===== src/rtl/store_buffer.sv =====
// store_buffer: posted-write FIFO between the core's MEM-stage data port and data memory.
//   Stores retire into the FIFO without stalling unless it is full. The FIFO drains to
//   memory over a req/ack port. A load that hits the FIFO is forwarded from the youngest
//   matching entry in the same cycle. A load that misses stalls the core and is issued
//   to memory as a READ after any in-flight WRITE completes.
// Optional feature: define STORE_MERGE_EN so that a store to the word held in the youngest
//   entry overwrites that entry in place instead of enqueueing a new one.
// Ports:
//   clk, reset                  rising-edge clock, asynchronous active-high reset
//   cpu_memwrite/cpu_memread    MEM-stage store/load strobes
//   cpu_addr, cpu_wdata         byte address (bits [1:0] ignored), store data
//   cpu_rdata, cpu_stall        load data, core freeze (both combinational)
//   mem_req/mem_we/mem_addr/mem_wdata  registered memory request, held until mem_ack
//   mem_ack, mem_rdata          memory completion and read data
//   count                       FIFO occupancy
module store_buffer #(
   parameter int DEPTH = 4,
   parameter int AW    = 32,
   parameter int DW    = 32
) (
   input  logic                       clk,
   input  logic                       reset,
   input  logic                       cpu_memwrite,
   input  logic                       cpu_memread,
   input  logic [AW-1:0]              cpu_addr,
   input  logic [DW-1:0]              cpu_wdata,
   output logic [DW-1:0]              cpu_rdata,
   output logic                       cpu_stall,
   output logic                       mem_req,
   output logic                       mem_we,
   output logic [AW-1:0]              mem_addr,
   output logic [DW-1:0]              mem_wdata,
   input  logic                       mem_ack,
   input  logic [DW-1:0]              mem_rdata,
   output logic [$clog2(DEPTH+1)-1:0] count
);
   localparam int PW = $clog2(DEPTH);
   localparam int CW = $clog2(DEPTH+1);
   localparam int TW = AW-2;

   typedef struct packed {
      logic [TW-1:0] tag;
      logic [DW-1:0] data;
   } entry_t;

   typedef enum logic [1:0] {IDLE, WRITE, READ} state_t;

   entry_t        buf_q [DEPTH];
   logic [PW-1:0] rd_ptr, wr_ptr, yng_ptr;
   state_t        state;

   logic             st_act, ld_act, full, merge, push, pop, rd_done;
   logic             store_stall, hit, ld_miss;
   logic [DW-1:0]    hit_data;
   logic [DEPTH-1:0] match;
   logic [TW-1:0]    cpu_tag;
   logic             unused_addr_lsb;

   assign cpu_tag         = cpu_addr[AW-1:2];
   assign unused_addr_lsb = ^cpu_addr[1:0];
   assign yng_ptr         = wr_ptr - PW'(1);

   // A simultaneous store and load is illegal; the store wins and the load is dropped.
   assign st_act = cpu_memwrite;
   assign ld_act = cpu_memread & ~cpu_memwrite;
   assign full   = (count == CW'(DEPTH));

   // Slot g is live when its distance from the head is below the occupancy.
   for (genvar g = 0; g < DEPTH; g++) begin : g_slot
      logic [PW-1:0] ofs;
      assign ofs      = PW'(g) - rd_ptr;
      assign match[g] = (CW'(ofs) < count) && (buf_q[g].tag == cpu_tag);
   end

   // Walk from head to tail so the youngest matching entry wins.
   always_comb begin
      logic [PW-1:0] idx;
      idx      = '0;
      hit      = 1'b0;
      hit_data = '0;
      for (int i = 0; i < DEPTH; i++) begin
         idx = rd_ptr + PW'(i);
         if (match[idx]) begin
            hit      = 1'b1;
            hit_data = buf_q[idx].data;
         end
      end
   end

`ifdef STORE_MERGE_EN
   // The head being written to memory is frozen; merging into it would be lost on pop.
   assign merge = st_act && (count != '0) && (buf_q[yng_ptr].tag == cpu_tag) &&
                  !(state == WRITE && yng_ptr == rd_ptr);
`else
   assign merge = 1'b0;
`endif

   // Fullness is taken from the registered count, so a store waiting on a full FIFO is
   // accepted on the edge after the ack that frees a slot.
   assign store_stall = st_act && full && !merge;
   assign push        = st_act && !full && !merge;
   assign pop         = (state == WRITE) && mem_ack;
   assign rd_done     = (state == READ) && mem_ack;
   assign ld_miss     = ld_act && !hit;

   assign cpu_stall = !reset && (store_stall || (ld_miss && !rd_done));

   always_comb begin
      cpu_rdata = '0;
      if (!reset && ld_act) begin
         if (hit)          cpu_rdata = hit_data;
         else if (rd_done) cpu_rdata = mem_rdata;
      end
   end

   // Entry storage carries no reset; liveness is defined by the pointers and count.
   always_ff @(posedge clk) begin
      if (push)       buf_q[wr_ptr]       <= '{tag: cpu_tag, data: cpu_wdata};
      else if (merge) buf_q[yng_ptr].data <= cpu_wdata;
   end

   always_ff @(posedge clk or posedge reset) begin
      if (reset) begin
         rd_ptr <= '0;
         wr_ptr <= '0;
         count  <= '0;
      end else begin
         if (push) wr_ptr <= wr_ptr + PW'(1);
         if (pop)  rd_ptr <= rd_ptr + PW'(1);
         case ({push, pop})
            2'b10:   count <= count + CW'(1);
            2'b01:   count <= count - CW'(1);
            default: ;
         endcase
      end
   end

   // Every transaction returns to IDLE on ack, which leaves one idle cycle between them.
   always_ff @(posedge clk or posedge reset) begin
      if (reset) begin
         state     <= IDLE;
         mem_req   <= 1'b0;
         mem_we    <= 1'b0;
         mem_addr  <= '0;
         mem_wdata <= '0;
      end else begin
         case (state)
            IDLE: begin
               if (ld_miss) begin
                  state    <= READ;
                  mem_req  <= 1'b1;
                  mem_we   <= 1'b0;
                  mem_addr <= {cpu_tag, 2'b00};
               end else if (count != '0) begin
                  state    <= WRITE;
                  mem_req  <= 1'b1;
                  mem_we   <= 1'b1;
                  mem_addr <= {buf_q[rd_ptr].tag, 2'b00};
                  // A merge into the head on this same edge must reach memory too.
                  mem_wdata <= (merge && yng_ptr == rd_ptr) ? cpu_wdata : buf_q[rd_ptr].data;
               end
            end
            WRITE, READ: begin
               if (mem_ack) begin
                  state   <= IDLE;
                  mem_req <= 1'b0;
               end
            end
            default: state <= IDLE;
         endcase
      end
   end

   always_ff @(posedge clk) begin
      if (!reset)
         assert (!(cpu_memwrite && cpu_memread))
         else $error("store_buffer: load and store asserted together");
   end
endmodule


===== config.mk =====
export PLATFORM = sky130hd
export DESIGN_NAME = store_buffer
export DESIGN_NICKNAME = d
export VERILOG_FILES = /design/src/rtl/store_buffer.sv
export SDC_FILE = /design/constraint.sdc
export NUM_CORES = 1
export LEC_CHECK = 0
export BUFFER_PORTS_ARGS = -buffer_cell sky130_fd_sc_hd__buf_2
export CORE_ASPECT_RATIO = 1.2
export CORE_MARGIN = 2
export CORE_UTILIZATION = 50
export CTS_CLUSTER_DIAMETER = 150
export DETAILED_ROUTE_END_ITERATION = 6
export PLACE_DENSITY = 0.78
export SETUP_SLACK_MARGIN = 0.5
export SYNTH_ARGS = -nofsm -noshare
export SYNTH_HDL_FRONTEND = slang
export SYNTH_SLANG_ARGS = --single-unit

===== constraint.sdc =====
create_clock -name clk -period 7.5 [get_ports clk]
set_clock_uncertainty 0.15 [all_clocks]
set_input_delay 0.375 -clock clk [delete_from_list [all_inputs] [get_ports clk]]
set_output_delay 0.375 -clock clk [all_outputs]
set_load 0.1 [all_outputs]

Word-level counts from Yosys, hierarchy flattened
Memory sizes are Yosys's and may differ from the RTL's.
Index checks and enable logic that the tools add are counted.
{"block": "word_totals", "reg_bits": 75, "ramBits": 248, "input_bits": 101, "output_inout_bits": 102, "n_memories": 1}
{"block": "op_classes", "addsub": 10, "magnitude_cmp": 8, "n_eq_ne": 11, "mux": 33, "n_bitwise": 3, "n_reduce_logical": 27}
{"name": "buf_q", "depth": 4, "width": 62, "rd": 8, "rd_clocked_by_memory_dff": 0, "write_ports": 1, "line": "48", "rtl": "entry_t buf_q [DEPTH];"}
{"op": "$mux W32", "n": 9}
{"op": "$eq A30 B30 Y1", "n": 4}
{"op": "$mux W1", "n": 14}
{"op": "$logic_and A1 B1 Y1", "n": 12}
{"op": "$lt A2 B3 Y1", "n": 4}
{"op": "$lt A2 B3 Y1 const B", "n": 4}
{"op": "$bmux W1 S2", "n": 4}
{"op": "$mux W2", "n": 3}
{"op": "$pmux W3 S2", "n": 1}
{"op": "$reduce_and A3 Y1", "n": 2}
{"op": "$reduce_bool A2 Y1", "n": 3}
{"op": "$add A2 B1 Y2 const B", "n": 2}
{"op": "$add A2 B2 Y2 const B", "n": 2}
{"op": "$eq A2 B1 Y1 const B", "n": 2}
{"op": "$eq A2 B2 Y1 const B", "n": 2}
{"op": "$logic_not A1 Y1", "n": 4}
{"op": "$pmux W2 S2", "n": 1}
{"op": "$reduce_and A2 Y1", "n": 2}
{"op": "$sub A1 B2 Y2 const A", "n": 2}
{"op": "$sub A2 B2 Y2 const A", "n": 2}
{"op": "$add A3 B1 Y3 const B", "n": 1}
{"op": "$eq A3 B3 Y1 const B", "n": 1}
{"op": "$ne A3 B3 Y1 const B", "n": 1}
{"op": "$reduce_bool A3 Y1", "n": 1}
{"op": "8 further kinds", "n": 9}

Logic depth before layout (Yosys ltp)
Gate-level depths: netlist of the first run.
{"block": "logic_depth", "depth_word": 14, "depth_mapped": 16}

Worst setup path before layout of the first run
Ideal clock, no wire load.
{"block": "synth_path", "path_type": "register to output", "startpoint": "reg rd_ptr[1]", "endpoint": "out cpu_rdata[30]", "arrival_ns": 5.200, "required_time_ns": 6.975, "setup_slack_ns": 1.775, "path_stages_with_launch": 15, "path_buffers": 4, "cell_sequence": "dfrtp_1 -> buf_8 -> buf_2 -> buf_1 -> buf_1 -> xnor2_1 -> inv_1 -> ha_1 -> a2111o_1 -> a21oi_1 -> nand3_2 -> mux4_2 -> a211oi_1 -> o21ai_0 -> a31oi_1"}
{"block": "synth_between", "elab_chain_cells": 11}
{"element": "from (decl)", "line": "49", "rtl": "logic [PW-1:0] rd_ptr, wr_ptr, yng_ptr;"}
{"element": "from (signal assigned)", "line": "129", "rtl": "if (pop) rd_ptr <= rd_ptr + PW'(1);"}
{"element": "$sub A1 B2 Y2 / $sub A2 B2 Y2 (equally long branches)", "line": "71", "rtl": "assign ofs = PW'(g) - rd_ptr;"}
{"element": "$lt A2 B3 Y1", "line": "72", "rtl": "assign match[g] = (CW'(ofs) < count) && (buf_q[g].tag == cpu_tag);"}
{"element": "$logic_and A1 B1 Y1", "line": "72"}
{"element": "$bmux W1 S2", "line": "83", "rtl": "if (match[idx]) begin"}
{"element": "$mux W1 (implied by the code)", "line": "83"}
{"element": "$mux W32 / $mux W1 (equally long branches) (4 in series)", "line": "83"}
{"element": "$mux W32 (*)", "line": "111", "rtl": "if (hit) cpu_rdata = hit_data;"}
{"element": "$mux W32 (*)", "line": "110", "rtl": "if (!reset && ld_act) begin"}
{"element": "to (decl)", "line": "27", "rtl": "output logic [DW-1:0] cpu_rdata,"}
Every way passes the cells marked *; elsewhere a longest branch is shown, timed or not. The select of a mux whose other input is x is not followed.

Worst setup path in the final report of the first run
{"block": "layout_path", "startpoint": "reg rd_ptr[1]", "endpoint": "out cpu_rdata[20]"}
The elaborated chain is that of the path after synthesis.

==> results of run 1 <==
==> synth_stat cells (2+ instances only) <==
| master | instances |
|---|---|
| sky130_fd_sc_hd__mux2_2 | 125 |
| sky130_fd_sc_hd__nor4_1 | 4 |
| sky130_fd_sc_hd__nand4_1 | 25 |
| sky130_fd_sc_hd__o21ai_1 | 31 |
| sky130_fd_sc_hd__ha_1 | 13 |
| sky130_fd_sc_hd__xnor2_1 | 114 |
| sky130_fd_sc_hd__nand2b_1 | 6 |
| sky130_fd_sc_hd__dfrtp_1 | 73 |
| sky130_fd_sc_hd__a31oi_1 | 2 |
| sky130_fd_sc_hd__nand4_2 | 2 |
| sky130_fd_sc_hd__buf_2 | 28 |
| sky130_fd_sc_hd__mux4_2 | 32 |
| sky130_fd_sc_hd__edfxtp_1 | 248 |
| sky130_fd_sc_hd__clkbuf_1 | 66 |
| sky130_fd_sc_hd__nor3_1 | 6 |
| sky130_fd_sc_hd__nand3_1 | 4 |
| sky130_fd_sc_hd__xor2_1 | 13 |
| sky130_fd_sc_hd__o221a_1 | 30 |
| sky130_fd_sc_hd__buf_4 | 5 |
| sky130_fd_sc_hd__and2_1 | 6 |
| sky130_fd_sc_hd__buf_6 | 16 |
| sky130_fd_sc_hd__inv_1 | 13 |
| sky130_fd_sc_hd__nand3_2 | 2 |
| sky130_fd_sc_hd__nand2_1 | 136 |
| sky130_fd_sc_hd__o211ai_1 | 33 |
| sky130_fd_sc_hd__o21ai_0 | 100 |
| sky130_fd_sc_hd__dlymetal6s2s_1 | 2 |
| sky130_fd_sc_hd__a2111o_1 | 2 |
| sky130_fd_sc_hd__a21oi_1 | 133 |
| sky130_fd_sc_hd__buf_1 | 11 |
| sky130_fd_sc_hd__nor2_1 | 100 |
| sky130_fd_sc_hd__mux2i_1 | 67 |
==> worst paths after layout <==
| path | endpoint | slack [ps] | cells after the start |
|---|---|---|---|
| worst max-delay path | cpu_rdata[20] | 2040 | 9 |
| worst min-delay path | buf_q[1][36] | 40 | 1 |
| worst max register to register | mem_addr[24] | 3080 | 10 |
| worst min register to register | mem_wdata[12] | 320 | 2 |
| max in group asynchronous | rd_ptr[0] | 5650 | 4 |
| min in group asynchronous | mem_req | 270 | 3 |
==> per-stage QoR <==
step	power (mW)	setup slack, ps	area [um2]	hold slack, ps
2_1_floorplan	6.15	1770	17500	324
3_3_place_gp	6.83	2730	18500	276
3_5_place_dp	6.94	2670	18500	290
4_1_cts	8.64	2080	20000	12.3
5_1_grt	9.02	1880	20000	34.1
6_report	8.60	2040	20000	36.5
==> registers in the layout (all words and copies together) (netlist names) <==
signal,flops
count,3
mem_addr,30
wr_ptr,2
mem_we,1
mem_wdata,32
rd_ptr,2
state,2
buf_q,248
mem_req,1
==> per-layer routing <==
metal,track usage (%),vias up,routed length (um)
li1,-,5725,-
met5,0,-,21
met4,8.02,4,1300
met2,41.4,509,21800
met3,3.66,89,3220
met1,27.7,5956,16500
==> power groups by stage <==
stage	combinational [mW]	sequential, mW	clock, mW
2_1_floorplan	2.15	4.00	0
3_3_place_gp	4.07	2.76	0
3_5_place_dp	4.15	2.79	0
4_1_cts	4.18	2.76	1.70
5_1_grt	4.44	2.81	1.76
6_report	4.16	2.75	1.68
==> logic make-up (layout without fill, tap and decap cells) <==
logic type	Yosys count	in the layout	share of synthesized area (%)
adders and majority gates	14	14	1.05
muxes	226	226	16.2
buffers and inverters	143	321	4.23
DFF	321	321	53.1
xor gates and xnor gates	127	127	6.36
AOI/OAI and AO/OA	342	342	11.7
and+or+nand+nor	296	296	7.32
other	1	4	0.0215
==> cells in the final DEF (no fill, tap or decap), types with 7 or more instances in the layout <==
cell type,instances
sky130_fd_sc_hd__mux4_2,33
sky130_fd_sc_hd__o221a_1,30
sky130_fd_sc_hd__xor2_1,13
sky130_fd_sc_hd__o21ai_0,99
sky130_fd_sc_hd__clkbuf_16,37
sky130_fd_sc_hd__o211ai_1,33
sky130_fd_sc_hd__mux2_2,125
sky130_fd_sc_hd__buf_2,198
sky130_fd_sc_hd__buf_4,12
sky130_fd_sc_hd__ha_1,13
sky130_fd_sc_hd__inv_1,12
sky130_fd_sc_hd__o21ai_1,31
sky130_fd_sc_hd__clkbuf_1,8
sky130_fd_sc_hd__dlygate4sd3_1,33
sky130_fd_sc_hd__nand4_1,25
sky130_fd_sc_hd__clkinv_2,7
sky130_fd_sc_hd__a21oi_1,133
sky130_fd_sc_hd__nor2_1,100
sky130_fd_sc_hd__xnor2_1,114
sky130_fd_sc_hd__dfrtp_1,71
sky130_fd_sc_hd__mux2i_1,67
sky130_fd_sc_hd__edfxtp_1,248
sky130_fd_sc_hd__nand2_1,136
==> cell type report <==
| type | instances | area share (%) |
|---|---|---|
| multi-input cells | 1007 | 37.5 |
| inverters | 14 | 0.270 |
| flip-flops and latches | 321 | 46.5 |
| clock buffers | 51 | 5.20 |
| clock inverters | 12 | 0.420 |
| repair buffers | 244 | 7.17 |
| diodes | 2 | 0.0251 |
| well taps | 462 | 2.90 |
==> out/results.md, run 1 <==
STA
* **unrepaired setup endpoints after global routing** no
* **final setup violating endpoints** 0
* **maximum frequency from static timing analysis** 183 MHz
* **Final Critical Period** 5460 ps
* **crit share post-route** 72.8%
* **number of endpoints with negative hold slack in the final report** 0
* **slew at the pin closest to its max-slew limit** 1140 ps
* **final setup TNS** 0 ps
* **max-slew violations** 0
* **Max-slew headroom** 23.7%

CTS
* **TritonCTS Buffers** 35
* **Clock Sink Count** 321
* **worst-case clock buffer depth** 3
* **clock tree from TritonCTS** done
* **post-CTS sizing** 0
* **number of buffers added to fix hold violations after cts** 33
* **Clock Pin Slew Worst Setup and Hold Paths** 70 ps
* **worst skew pair latency** 520 ps
* **H-tree level count** 2
* **total setup buffers inserted after CTS** 0
* **Root Buffer Master** sky130_fd_sc_hd__clkbuf_16

Worst setup path
* **crit path cell chain** buf_4 > ha_1 > a2111oi_1 > nand4_2 > nand2b_1 > mux4_2 > o221a_1 > o21ai_1 > buf_2
* **source of the worst register-to-register timing path** rd_ptr[1]
* **critical path startpoint** rd_ptr[1]
* **cell class contributing the biggest share of worst-path delay** compound AO/OA/AOI/OAI gates
* **Crit path required time** 6970 ps
* **sort of element at the end of the critical path** primary output
* **cell at the slowest stage of the critical path** sky130_fd_sc_hd__mux4_2
* **critical path data arrival time** 4930 ps
* **biggest fanout along the worst timing path** 66
* **critical path type** flip-flop to primary output
* **startpoint class of the critical path** flip-flop
* **Max stage delay on crit path** 860 ps
* **combined buffer and inverter count along the critical path** 2

Route
* **DRT antenna net count** 0
* **via count** 12,300
* **number of remaining DRC errors** 0
* **1st-iter DRT viols** 916
* **final routed wirelength across all metal layers** 42.9 mm
* **Avg Vias per Cell** 5.81
* **routed len/inst** 20.3 um
* **first-pass iteration count of the detailed router** 5

Floorplan
* **I/O pins** 203
* **initial core utilization** 50.3%
* **height of the die** 209 um
* **Die W** 175 um
* **die outline area** 36,500 um2
* **core region area** 34,700 um2
* **number of cell rows** 75

Synth
* **sequential-to-total area share from yosys stat** 53.1%
* **most common flop cell mapped by yosys** sky130_fd_sc_hd__edfxtp_1
* **cell area after synthesis** 17,500 um2
* **Post-Synthesis Mean Instance Area** 11.9 um2
* **flip-flop and latch count after synthesis** 321
* **Synth cell types** 54
* **cell count after synthesis** 1,470
* **area share of the largest cell type after synthesis** 42.6%
* **number of warning messages in the yosys log** 0
* **async set-or-reset flop fraction in the synthesized netlist** 22.7%
* **area leader, netlist** sky130_fd_sc_hd__edfxtp_1
* **number of flops mapped to enable cells by yosys** 248
* **cell types occupying the most area after synthesis** sky130_fd_sc_hd__edfxtp_1 43%, sky130_fd_sc_hd__dfrtp_1 10%, sky130_fd_sc_hd__mux2_2 8.1%

Finish
* **number of nets in the layout** 1,738
* **final core utilization** 57.5%
* **fraction of layout instances using a drive strength above 1** 26.6%
* **Area Growth Syn to Fin** 14.2%
* **area taken by flip-flops and latches** 9280 um2
* **Final Non-Filler Cells** 2,113
* **Fill cells** 2,837
* **footprint of the multi-input gates** 7490 um2

Status
* **status** finished, final reports clean

Global route
* **number of global-route vias before repair** 12,200
* **aggregate global-route resource usage** 22.9%
* **maximum number of pins on one net before global-route repair** 256
* **global-route wire length before repair** 65.7 mm
* **initial antenna violation count** 4
* **final global-route overflow total** 0

Power
* **Switch Pwr** 3.90 mW
* **power share of the clock group** 19.6%
* **power density relative to cell area** 431 nW/um2
* **part of the total power dissipated in combinational logic** 48.4%
* **leakage power** 7.18 nW
* **sequential group share of total power** 32.0%
* **Cell Int Power** 4.69 mW
* **switching share of power** 45.4%
* **peak supply drop** 0.000357 V

Place
* **port bufs** 198
* **hpwl dp** 27.0 mm
* **Post-Place Cells** 2,015
* **Final GP Congestion** 0.882

Hold path
* **beginning of the worst hold path** cpu_addr[6]
* **Worst Hold Class** primary input to flip-flop

Job
* **max-cap check violation count** 0

Power figures use the tool's default switching activity.
==> run 2, diff against run 1 <==
PLACE_DENSITY = 0.81   (was 0.78)
clock period = 4.7 ns   (was 7.5 ns; I/O delays follow)
==> run 2 against run 1 <==
Flip-flop and latch count is the same. Worst setup slack lost 1600 ps. Critical path depth grew 3.
==> out/results.md, run 2 (synthesized netlist as in run 1, its figures left out) <==
Floorplan
* **initial core utilization** 50.3%, unchanged
* **number of cell rows** 75, unchanged
* **height of the die** 209 um, unchanged
* **Die W** 175 um, unchanged
* **die outline area** 36,500 um2, unchanged
* **I/O pins** 203, unchanged
* **core region area** 34,700 um2, unchanged

Worst setup path
* **Max stage delay on crit path** 540 ps, was 860 ps
* **source of the worst register-to-register timing path** buf_q[3][43], was rd_ptr[1]
* **worst-case register-to-register setup slack** 990 ps, was 3080 ps
* **startpoint class of the critical path** primary input, was flip-flop
* **cell at the slowest stage of the critical path** sky130_fd_sc_hd__dlygate4sd3_1, was sky130_fd_sc_hd__mux4_2
* **biggest fanout along the worst timing path** 16, was 66
* **Crit path required time** 4320 ps, was 6970 ps
* **endpoint of the worst setup timing path** cpu_rdata[28], was cpu_rdata[20]
* **critical path data arrival time** 3820 ps, was 4930 ps
* **number of cells on the worst reg-to-reg path** 12, was 10
* **sort of element at the end of the critical path** primary output, unchanged
* **critical path startpoint** cpu_addr[13], was rd_ptr[1]
* **Critical Path Most Common Cell** sky130_fd_sc_hd__buf_12
* **endpoint of the most critical register-to-register path** mem_addr[14], was mem_addr[24]
* **critical path type** primary input to primary output, was flip-flop to primary output
* **crit path cell chain** dlygate4sd3_1 > buf_2 > xnor2_1 > nand3_1 > nor3_1 > nand4_1 > nand2b_1 > mux4_2 > buf_12 > o221a_1 > o21ai_4 > buf_12, was buf_4 > ha_1 > a2111oi_1 > nand4_2 > nand2b_1 > mux4_2 > o221a_1 > o21ai_1 > buf_2

Power
* **leakage power** 7.71 nW, was 7.18 nW
* **power density relative to cell area** 648 nW/um2, was 431 nW/um2
* **peak supply drop** 0.000705 V, was 0.000357 V

Place
* **Final GP Congestion** 0.864, was 0.882
* **port bufs** 198, unchanged
* **hpwl dp** 27.4 mm, was 27.0 mm

Global route
* **final global-route overflow total** 0, unchanged
* **number of global-route vias before repair** 13,200, was 12,200
* **initial antenna violation count** 1, was 4
* **global-route wire length before repair** 73.3 mm, was 65.7 mm
* **maximum number of pins on one net before global-route repair** 278, was 256
* **aggregate global-route resource usage** 25.7%, was 22.9%

STA
* **slew at the pin closest to its max-slew limit** 1160 ps, was 1140 ps
* **Final Critical Period** 4210 ps
* **final setup TNS** 0 ps, unchanged
* **final setup violating endpoints** 0, unchanged
* **unrepaired setup endpoints after global routing** yes, was no
* **Worst Hold Slack** 47.6 ps, was 36.5 ps
* **Max-slew headroom** 22.6%, was 23.7%
* **crit share post-route** 89.5%
* **maximum frequency from static timing analysis** 238 MHz
* **number of endpoints with negative hold slack in the final report** 0, unchanged
* **max-slew violations** 0, unchanged

CTS
* **Clock Sink Count** 321, unchanged
* **TritonCTS Buffers** 31, was 35
* **clock tree from TritonCTS** done, unchanged
* **worst-case clock buffer depth** 3, unchanged
* **worst skew pair latency** 570 ps, was 520 ps
* **H-tree level count** 1, was 2
* **Root Buffer Master** sky130_fd_sc_hd__clkbuf_16, unchanged
* **Clock Pin Slew Worst Setup and Hold Paths** 60 ps, was 70 ps

Finish
* **biggest registers after layout** buf_q x248, mem_wdata x32, mem_addr x30, unchanged
* **Diodes inserted** 0, was 2
* **most common library cell in the layout ignoring fill and taps** sky130_fd_sc_hd__edfxtp_1, unchanged
* **flip-flop count of the largest register, all copies and words added** 248, unchanged
* **highest-count cells in the layout ignoring fill and taps** 248 x sky130_fd_sc_hd__edfxtp_1, 166 x sky130_fd_sc_hd__buf_2, 136 x sky130_fd_sc_hd__nand2_1, was 248 x sky130_fd_sc_hd__edfxtp_1, 198 x sky130_fd_sc_hd__buf_2, 136 x sky130_fd_sc_hd__nand2_1
* **Area Growth Syn to Fin** 24.0%, was 14.2%
* **final core utilization** 62.4%, was 57.5%
* **number of nets in the layout** 1,804, was 1,738
* **fraction of layout instances using a drive strength above 1** 30.5%, was 26.6%
* **Largest Register** buf_q, unchanged

Route
* **DRT antenna net count** 0, unchanged
* **number of remaining DRC errors** 0, unchanged
* **first-pass iteration count of the detailed router** 6, was 5
* **routed len/inst** 22.4 um, was 20.3 um
* **via count** 13,000, was 12,300
* **Avg Vias per Cell** 5.99, was 5.81
* **1st-iter DRT viols** 1,364, was 916
* **final routed wirelength across all metal layers** 48.7 mm, was 42.9 mm

Hold path
* **hold depth** 3, was 1
* **beginning of the worst hold path** cpu_memwrite, was cpu_addr[6]
* **Worst Hold Class** primary input to flip-flop, unchanged

Status
* **status** finished, final reports clean, unchanged

Job
* **max-cap check violation count** 0, unchanged

==> run 2: cell count changes in the layout (fill, tap and decap cells not counted), sizes merged <==
cell and change:
clkinv -5, diode -2, inv -1, dlygate4sd3 +32, bufinv +5, clkinvlp +4, clkbuf -9, mux4 +5
buf +33
==> run 2: critical path: cells and delay by family <==
family | cells | cell delay (ps)
buffers and inverters | 4 | 1110
and+or+nand+nor | 4 | 1150
AOI/OAI and AO/OA | 2 | 470
muxes | 1 | 530
xor gates and xnor gates | 1 | 320
==> run 2: metrics by stage <==
stage | setup slack, ps | instances | power [mW] | cell area (um2)
detailed placement | 545 | 2015 | 11.1 | 19400
global route | 425 | 2175 | 14.7 | 21700
global placement | 626 | 2015 | 10.9 | 19400
CTS | 494 | 2162 | 14.0 | 21500
floorplan | 521 | 1471 | 9.83 | 17900
finish | 493 | 2175 | 14.0 | 21700
==> run 2: how the worst min path moves through the flow <==
stage             endpoint
2_1_floorplan  buf_q[0][0]
6_report         wr_ptr[0]
3_3_place_gp        mem_we
4_1_cts          wr_ptr[0]
5_1_grt          wr_ptr[1]
3_5_place_dp       mem_req
==> run 2: cell type report <==
| class | count | area [um2] |
|---|---|---|
| clock inverters | 15 | 231 |
| repair buffers | 309 | 2560 |
| well taps | 462 | 578 |
| inverters | 14 | 57.6 |
| fillers | 2542 | 13100 |
| multi-input cells | 1012 | 8080 |
| flip-flops and latches | 321 | 9280 |
| clock buffers | 42 | 877 |
==> run 2: per-layer routing <==
| metal | vias up | GRT usage (%) | wire, um |
|---|---|---|---|
| met4 | 2 | 10.2 | 1740 |
| met1 | 6341 | 30.0 | 17400 |
| met3 | 131 | 4.39 | 4280 |
| met2 | 686 | 46.8 | 25300 |
| li1 | 5879 | - | - |
| met5 | - | 0 | 13 |
==> run 2: power breakdown <==
group,leakage [nW],switching (mW),internal [mW]
Clock,0.537,1.08,1.63
Sequential,3.14,0.398,3.91
Combinational,4.04,4.92,2.10
==> run 2: what timing repair did <==
action / in CTS / in global routing
pin swaps: 3 / 19
cloned: 4 / 1
buffers inserted: 21 / 12
hold endpoints to repair: 266 / 0
endpoints found under the setup margin: 32 / 32
resized for setup: 17 / 18
hold buffers: 65 / 0
==> run 3, diff against run 2 <==
PLACE_DENSITY = unset   (was 0.81)
PLACE_DENSITY_LB_ADDON = 0.15   (was unset)
==> run 3 against run 2 <==
Global-route usage fell by 1.4 points. Count of clock-buffer cells in the layout rose by 2. Core utilization rose by 0.37 points. Sequential share of layout area fell by 0.25 points. Flip-flop and latch count did not move. First-iteration DRC count fell by 43%. Non-clock buffer count fell by 6. Critical path depth did not move. Sequential power barely moved. Power rose by 0.67%. Die area did not move. Register-to-register slack got worse by 140 ps. Highest routed layer unchanged.
==> out/results.md, run 3 (synthesized netlist as in run 1, its figures left out) <==
Worst setup path
* **number of cells on the worst reg-to-reg path** 11, was 12
* **source of the worst register-to-register timing path** buf_q[3][37], was buf_q[3][43]
* **critical path type** primary input to primary output, unchanged
* **worst-case register-to-register setup slack** 850 ps, was 990 ps
* **critical path startpoint** cpu_addr[7], was cpu_addr[13]
* **critical path data arrival time** 3840 ps, was 3820 ps
* **endpoint of the most critical register-to-register path** mem_addr[4], was mem_addr[14]
* **biggest fanout along the worst timing path** 9, was 16
* **sort of element at the end of the critical path** primary output, unchanged
* **Crit path required time** 4320 ps, about the same
* **startpoint class of the critical path** primary input, unchanged

STA
* **crit share post-route** 89.8%, was 89.5%
* **Max-slew headroom** 25.2%, was 22.6%
* **maximum frequency from static timing analysis** 237 MHz, was 238 MHz
* **final worst slack** 479 ps, was 493 ps
* **final setup violating endpoints** 0, unchanged
* **max-slew violations** 0, unchanged
* **final setup TNS** 0 ps, unchanged
* **Final Critical Period** 4220 ps, was 4210 ps
* **number of endpoints with negative hold slack in the final report** 0, unchanged
* **unrepaired setup endpoints after global routing** yes, unchanged
* **slew at the pin closest to its max-slew limit** 1120 ps, was 1160 ps

Place
* **hpwl dp** 28.1 mm, was 27.4 mm
* **Final GP Congestion** 0.861, was 0.864
* **setup slack at placement** 674 ps, was 545 ps
* **port bufs** 198, unchanged

Global route
* **maximum number of pins on one net before global-route repair** 256, was 278
* **global-route wire length before repair** 68.5 mm, was 73.3 mm
* **aggregate global-route resource usage** 24.3%, was 25.7%
* **number of global-route vias before repair** 12,400, was 13,200
* **initial antenna violation count** 2, was 1
* **final global-route overflow total** 0, unchanged

Finish
* **biggest registers after layout** buf_q x248, mem_wdata x32, mem_addr x30, unchanged
* **Largest Register** buf_q, unchanged
* **Area Growth Syn to Fin** 24.7%, was 24.0%
* **most common library cell in the layout ignoring fill and taps** sky130_fd_sc_hd__edfxtp_1, unchanged
* **fraction of layout instances using a drive strength above 1** 31.2%, was 30.5%
* **number of nets in the layout** 1,797, was 1,804
* **Fill cells** 2,692, was 2,542
* **highest-count cells in the layout ignoring fill and taps** 248 x sky130_fd_sc_hd__edfxtp_1, 166 x sky130_fd_sc_hd__buf_2, 136 x sky130_fd_sc_hd__nand2_1, unchanged
* **flip-flop count of the largest register, all copies and words added** 248, unchanged

Power
* **power density relative to cell area** 649 nW/um2, was 648 nW/um2
* **peak supply drop** 0.000630 V, was 0.000705 V
* **leakage power** 7.78 nW, was 7.71 nW

CTS
* **TritonCTS Buffers** 35, was 31
* **worst skew pair latency** 520 ps, was 570 ps
* **Root Buffer Master** sky130_fd_sc_hd__clkbuf_16, unchanged
* **H-tree level count** 2, was 1
* **Clock Pin Slew Worst Setup and Hold Paths** 60 ps, about the same
* **clock tree from TritonCTS** done, unchanged
* **worst-case clock buffer depth** 3, unchanged
* **Clock Sink Count** 321, unchanged

Floorplan
* **core region area** 34,700 um2, unchanged
* **number of cell rows** 75, unchanged
* **initial core utilization** 50.3%, unchanged
* **height of the die** 209 um, unchanged
* **Die W** 175 um, unchanged
* **die outline area** 36,500 um2, unchanged
* **I/O pins** 203, unchanged

Hold path
* **hold depth** 3, unchanged
* **WHS Endpoint** mem_addr[3], was wr_ptr[0]
* **beginning of the worst hold path** cpu_addr[3], was cpu_memwrite
* **Worst Hold Class** primary input to flip-flop, unchanged

Route
* **Avg Vias per Cell** 5.74, was 5.99
* **number of remaining DRC errors** 0, unchanged
* **DRT antenna net count** 0, unchanged
* **final routed wirelength across all metal layers** 45.3 mm, was 48.7 mm
* **via count** 12,500, was 13,000
* **1st-iter DRT viols** 778, was 1,364
* **first-pass iteration count of the detailed router** 5, was 6
* **routed len/inst** 20.9 um, was 22.4 um

Status
* **status** finished, final reports clean, unchanged

Job
* **max-cap check violation count** 0, unchanged

==> run 3: cell count changes in the layout (fill, tap and decap cells not counted), moves of 3 or more <==
cell,before,now
sky130_fd_sc_hd__o21ai_0,96,99
sky130_fd_sc_hd__clkbuf_8,6,2
sky130_fd_sc_hd__o221a_4,0,20
sky130_fd_sc_hd__o221a_1,30,11
sky130_fd_sc_hd__o21ai_1,3,0
sky130_fd_sc_hd__mux4_2,37,33
sky130_fd_sc_hd__clkbuf_16,31,37
sky130_fd_sc_hd__buf_4,36,27
==> run 3: metrics by stage <==
stage | cell area (um2) | total power [mW] | std cells | hold slack (ps) | utilization [%]
after global placement | 19500 | 11.0 | 2022 | 232 | 56.0
final | 21800 | 14.1 | 2170 | 65.0 | 62.8
after global routing | 21800 | 14.9 | 2170 | 82.7 | 62.8
after detailed placement | 19500 | 11.1 | 2022 | 232 | 56.0
after floorplan | 17900 | 9.83 | 1471 | 184 | -
after CTS | 21400 | 14.1 | 2156 | 47.2 | 61.6
==> run 3: area by class of cell <==
| cell class | instances | area [um2] | share of cell area (%) |
|---|---|---|---|
| Timing Repair Buffer | 303 | 2580 | 11.8 |
| Sequential cell | 321 | 9280 | 42.6 |
| Clock inverter | 18 | 254 | 1.17 |
| Clock buffer | 44 | 930 | 4.27 |
| Inverter | 14 | 53.8 | 0.247 |
| Antenna cell | 1 | 2.50 | 0.0115 |
| Tap cell | 462 | 578 | 2.65 |
| Multi-Input combinational cell | 1007 | 8110 | 37.2 |
==> run 3: how the worst max path moves through the flow <==
stage	end	cells past startpoint
2_1_floorplan	cpu_rdata[27]	15
3_3_place_gp	cpu_rdata[26]	12
6_report	cpu_rdata[28]	12
5_1_grt	cpu_rdata[28]	12
4_1_cts	cpu_rdata[26]	10
3_5_place_dp	cpu_rdata[26]	12
==> run 3: worst max-delay path, stage by stage <==
cell,delay [ps]
sky130_fd_sc_hd__dlygate4sd3_1,530
sky130_fd_sc_hd__buf_2,190
sky130_fd_sc_hd__xnor2_1,300
sky130_fd_sc_hd__nand4_1,130
sky130_fd_sc_hd__nor4_1,400
sky130_fd_sc_hd__nand4_1,270
sky130_fd_sc_hd__nand2b_1,230
sky130_fd_sc_hd__mux4_2,640
sky130_fd_sc_hd__buf_12,220
sky130_fd_sc_hd__o221a_4,270
sky130_fd_sc_hd__o21ai_4,200
sky130_fd_sc_hd__buf_12,200
==> run 3: timing repair <==
action	in CTS	in global routing
buffers inserted	8	10
hold buffers	64	0
endpoints found under the hold margin	279	0
gates resized for setup	8	37
pin swaps	1	30
endpoints found under the setup margin	32	32
gates cloned	0	3
==> run 3: power by group <==
part	switching (mW)	internal, mW	total (mW)
Sequential	0.388	3.90	4.29
Clock	1.12	1.74	2.86
Combinational	4.87	2.13	6.99
Total	6.37	7.76	14.1
==> run 3: layer usage <==
| metal | track usage [%] | vias up | share of wire, % |
|---|---|---|---|
| met5 | 0 | - | 0.029 |
| met1 | 29.0 | 6061 | 39 |
| met2 | 44.3 | 435 | 52 |
| met3 | 3.42 | 100 | 5.3 |
| li1 | - | 5858 | - |
| met4 | 9.40 | 2 | 3.5 |
